--- src/rtl/demux64_wr_array.sv ---
// 64-entry x WIDTH storage array with a one-hot decoded write port, per-entry valid bits,
// a combinational read port and a sequential valid-clear flush sweep.
module demux64_wr_array #(
  parameter int WIDTH = 32
) (
  input  logic             clk,
  input  logic             rst_aL,
  input  logic             wr_valid,
  output logic             wr_ready,
  input  logic [5:0]       wr_idx,
  input  logic [WIDTH-1:0] wr_data,
  input  logic             inv_en,
  input  logic [5:0]       inv_idx,
  input  logic             flush_req,
  output logic             flush_busy,
  output logic             flush_done,
  input  logic [5:0]       rd_idx,
  output logic [WIDTH-1:0] rd_data,
  output logic             rd_vld,
  output logic [63:0]      vld_vec
);

  typedef enum logic {
    ST_IDLE  = 1'b0,
    ST_FLUSH = 1'b1
  } state_t;

  state_t           r_state;
  state_t           w_state_nxt;
  logic [5:0]       r_cnt;
  logic [63:0]      r_vld;
  logic [WIDTH-1:0] r_mem [64];

  logic             w_in_flush;
  logic             w_wr_fire;
  logic [63:0]      w_wr_dec;
  logic [63:0]      w_inv_dec;
  logic [63:0]      w_swp_dec;

  assign w_in_flush = (r_state == ST_FLUSH);
  // Reset is folded into wr_ready so no write can be seen as accepted while held in reset.
  assign wr_ready   = rst_aL & ~w_in_flush;
  assign w_wr_fire  = wr_valid & wr_ready;
  assign flush_busy = w_in_flush;
  assign flush_done = w_in_flush & (r_cnt == 6'd63);

  always_ff @(posedge clk or negedge rst_aL) begin
    if (!rst_aL) begin
      r_state <= ST_IDLE;
    end else begin
      // NOTE: sequential state is always assigned with <= so every flop samples pre-edge values.
      r_state <= w_state_nxt;
    end
  end

  always_comb begin
    // NOTE: default assigned first so no path through the case leaves w_state_nxt unassigned (no latch).
    w_state_nxt = r_state;
    case (r_state)
      ST_IDLE:  if (flush_req) w_state_nxt = ST_FLUSH;
      ST_FLUSH: if (r_cnt == 6'd63) w_state_nxt = ST_IDLE;
      default:  w_state_nxt = ST_IDLE;
    endcase
  end

  // Sweep pointer; wraps 63 -> 0 on the final sweep edge so IDLE always sees 0.
  always_ff @(posedge clk or negedge rst_aL) begin
    if (!rst_aL) begin
      r_cnt <= 6'd0;
    end else if (w_in_flush) begin
      r_cnt <= r_cnt + 6'd1;
    end else if (flush_req) begin
      r_cnt <= 6'd0;
    end
  end

  always_comb begin
    w_wr_dec  = '0;
    w_inv_dec = '0;
    w_swp_dec = '0;
    for (int i = 0; i < 64; i++) begin
      w_wr_dec[i]  = w_wr_fire & (wr_idx == 6'(i));
      w_inv_dec[i] = inv_en & ~w_in_flush & (inv_idx == 6'(i));
      w_swp_dec[i] = w_in_flush & (r_cnt == 6'(i));
    end
  end

  // Invalidate and sweep clears are applied after the write set, so a same-index invalidate wins.
  always_ff @(posedge clk or negedge rst_aL) begin
    if (!rst_aL) begin
      r_vld <= '0;
    end else begin
      r_vld <= (r_vld | w_wr_dec) & ~w_inv_dec & ~w_swp_dec;
    end
  end

  always_ff @(posedge clk or negedge rst_aL) begin
    if (!rst_aL) begin
      // NOTE: the data array is deliberately reset, since entries must read back as zero after reset.
      for (int i = 0; i < 64; i++) r_mem[i] <= '0;
    end else begin
      for (int i = 0; i < 64; i++) begin
        if (w_wr_dec[i]) r_mem[i] <= wr_data;
      end
    end
  end

  assign rd_data = r_mem[rd_idx];
  assign rd_vld  = r_vld[rd_idx];
  assign vld_vec = r_vld;

endmodule

--- config.mk ---
export PLATFORM = sky130hd
export DESIGN_NAME = demux64_wr_array
export DESIGN_NICKNAME = d
export VERILOG_FILES = /design/src/rtl/demux64_wr_array.sv
export SDC_FILE = /design/constraint.sdc
export NUM_CORES = 2
export LEC_CHECK = 0
export BUFFER_PORTS_ARGS = -buffer_cell sky130_fd_sc_hd__clkbuf_2
export CORE_MARGIN = 8
export CORE_UTILIZATION = 30
export CTS_BUF_LIST = sky130_fd_sc_hd__clkbuf_4
export DETAILED_ROUTE_END_ITERATION = 12
export PLACE_DENSITY = 0.48
export SKIP_LAST_GASP = 1
export SYNTH_ARGS = -nofsm -noshare
export SYNTH_HDL_FRONTEND = slang
export SYNTH_SLANG_ARGS = --single-unit
--- constraint.sdc ---
create_clock -name clk -period 3.1 [get_ports clk]
set_clock_uncertainty 0.1 [all_clocks]
set_input_delay 0.31 -clock clk [delete_from_list [all_inputs] [get_ports clk]]
set_output_delay 0.31 -clock clk [all_outputs]
set_load 0.005 [all_outputs]
==> results.yml <==
worst_setup_path:
  cp.required_ns: 2.69
  max_stage_delay_ns: 0.61
  worstPathCellList: "mux4_2 -> o221ai_4 -> a21oi_4 -> o211a_1 -> clkbuf_2"
  path_delay_family: "compound AO/OA/AOI/OAI gates"
  arrival_ns: 3.17
  crit_path_end_kind: "primary output"
  worst-path-buf-inv: 1
  path_class: "flop to primary output"
  cp_max_fo: 2
  cp-start-kind: "flop"
  cpMaxStageDelayCell: "mux4_2"
logic_synthesis:
  yosys.area_share.simple: 0.0188
  synth_compound_area_frac: 0.0269
  synth_top_flop_cell: "dfrtp_1"
  synthesis.area_um2: 96000
  synthArstFlopShare: 1.00
  syn_nets: 6189
  netlist_instances: 6130
  synth_top_area_share: 0.552
  synth-seq-cells: 2119
  synth.avg_cell_area_um2: 15.7
  synth.area.top_cells: "dfrtp_1, mux2_2, mux4_2"
  synthAdderAreaFrac: 0.000521
  synth_edf_count: 0
  muxShareOfSynthArea: 0.370
  synth.most_common_cell: "dfrtp_1"
  yosys_warnings: 0
  synth_top_family_by_area: "multiplexers"
  synth_common_cells: "dfrtp_1, mux2_2, mux4_2, clkbuf_1, buf_2"
  synth-seq-area-share: 0.552
  yosysTopAreaCell: "dfrtp_1"
  yosysUniqueCellTypes: 54
  synthXorXnorAreaFrac: 0.000365
cts:
  cts_root_buffer: "clkbuf_4"
  clock-sinks: 2119
  cts_max_level: 6
  clk_pin_slew_worst_paths_ns: 0.06
  clockBufferDepth: 4
  cts_tree: "built"
  numCtsBuffers: 586
  clkLatencyLatePin_ns: 1.27
sta:
  layout_setup_ws_ns: -0.483
  max_freq_mhz: 279
  slew_headroom: 0.161
  maxSlewViolCount: 0
  setup_violations: 33
  finalCritPeriodShare: 1.16
  rsz0062_at_grt: "true"
  tightest_slew_ns: 1.26
  finalHoldViolCount: 0
  final.min_clock_period_ns: 3.58
grt:
  antenna_found_initial: 9
  met1_usage: 0.239
  met3_usage: 0.0298
  first_global_vias: 64200
  grt.overflow.total: 0
  grt_pass1_wl_um: 463000
  grt_max_degree: 186
  top_usage_layer: "met2"
  track_usage: 0.183
  grt.met2_usage: 0.309
finish:
  final_net_count: 6839
  layout-drive-gt1-share: 0.615
  n_fill_cell: 30300
  final_core_util: 0.362
  seq_area_um2: 53000
  multi_input_area_um2: 42300
  area_growth_pct: 20.0
drt:
  first_iter_violations: 3614
  post-route-drc-count: 0
  vias: 58800
  first_pass_iters: 8
  post_drt_wl_per_cell_um: 27.6
  ant_nets: 0
  drt-total-wl_um: 314000
  drt-vias-per-instance: 5.16
floorplanning:
  die_h_um: 582
  fp.coreArea_um2: 318000
  rows: 207
  start_util: 0.302
  die_x_um: 582
  io_pins: 155
  dieArea_um2: 338000
power_and_ir_drop:
  ir_worst_vdd_v: 0.000285
  power.leakage_nw: 55.4
  power_mw: 60.7
  power_density_nw_per_um2: 526
placement:
  io_buffers: 154
  dp_hpwl_um: 195000
  place_congestion: 0.811
outcome:
  status: "finished, violations left"
  violations: "negative setup slack"
flow_run:
  drv_cap: 0
hold_path:
  hold_class: "input pin to asynchronous set/reset pin"
[sequential cells by signal, indices dropped and copies added (netlist names)]
signal / cells
flush_busy: 1
r_cnt: 6
r_mem: 2048
vld_vec: 64
[worst register-to-register path, delay by kind of cell, from the launching register on]
family / cells / cell delay [ns]
compound gates: 1 / 0.48
flops: 1 / 0.42
buf+inv: 3 / 0.64
simple gates: 4 / 1.27
[per-stage QoR]
stage          area [µm²]  setup slack (ns)  instances  hold WS [ns]  setup TNS [ns]
6_report           115000            -0.483      11400        0.0471           -8.74
5_1_grt            115000            -0.652      11400        0.0610          -15.22
4_1_cts            115000            -0.787      11400       0.00820          -16.58
3_5_place_dp       105000            -0.864      10300         0.205           -3.86
3_3_place_gp       105000            -0.869      10300         0.205           -3.71
2_1_floorplan       96000             0.700       6130       -0.0856               0
[cells by family (layout without fill, tap and decap cells)]
family	Yosys count	count (layout)
other cells	0	10
xor+xnor	4	4
buf+inv	665	1726
simple gates	343	343
compound gates	358	358
mux	2637	2637
fa+ha+maj	4	4
flops	2119	2119
[per-layer routing]
metal,vias to the layer above,share of wire
met5,-,0.00028
met4,12,0.032
met3,557,0.042
met2,1467,0.49
met1,32100,0.43
li1,24700,-
[area by class of cell]
| class | instances | area share |
|---|---|---|
| clock buffer | 886 | 0.0577 |
| sequential | 2119 | 0.460 |
| tap | 4180 | 0.0454 |
| clock inverter | 113 | 0.00748 |
| inverter | 38 | 0.00124 |
| timing repair buffer | 689 | 0.0611 |
| multi-input combinational | 3346 | 0.367 |
| antenna | 10 | 0.000217 |
[power breakdown]
group	switching, mW	internal, mW
logic	3.47	2.20
registers	0.527	28.3
clock network	12.0	14.2
total	16.0	44.7
[what timing repair did]
item	in CTS	in global routing
setup endpoints to repair	34	51
hold buffers	75	0
gates cloned	0	0
buffers inserted	9	4
endpoints found under the hold margin	3877	0
resized for setup	275	75
pin swaps	74	43
[cell usage in the layout, fill, tap and decap left out, drive strengths merged, types with 10 or more instances in the layout]
cell	count
a21oi	50
a221oi	34
a222oi	31
and2	15
and3	11
buf	473
bufinv	15
clkbuf	1029
clkinv	79
dfrtp	2119
diode	10
dlygate4sd3	73
inv	50
mux2	2052
mux2i	58
mux4	527
nand2	81
nand2b	22
nand3	20
nor2	97
nor2b	14
nor3	41
nor4	32
o21ai	17
o221ai	43
o22a	27
o22ai	125
[final timing paths]
kind                                    end  slack, ns  cells past startpoint        start
worst max-delay path                 rd_vld      -0.48                      5  vld_vec[38]
max in group asynchronous        r_mem[582]       0.49                      6       rst_aL
worst min register to register   r_mem[889]       0.40                      1   r_mem[889]
worst max register to register  vld_vec[61]       0.11                      8   flush_busy
worst min-delay path            r_mem[1497]       0.05                      5       rst_aL
min in group clk                 r_mem[280]       0.17                      3  wr_data[24]
Note: power is estimated with default switching activity, not from simulation.
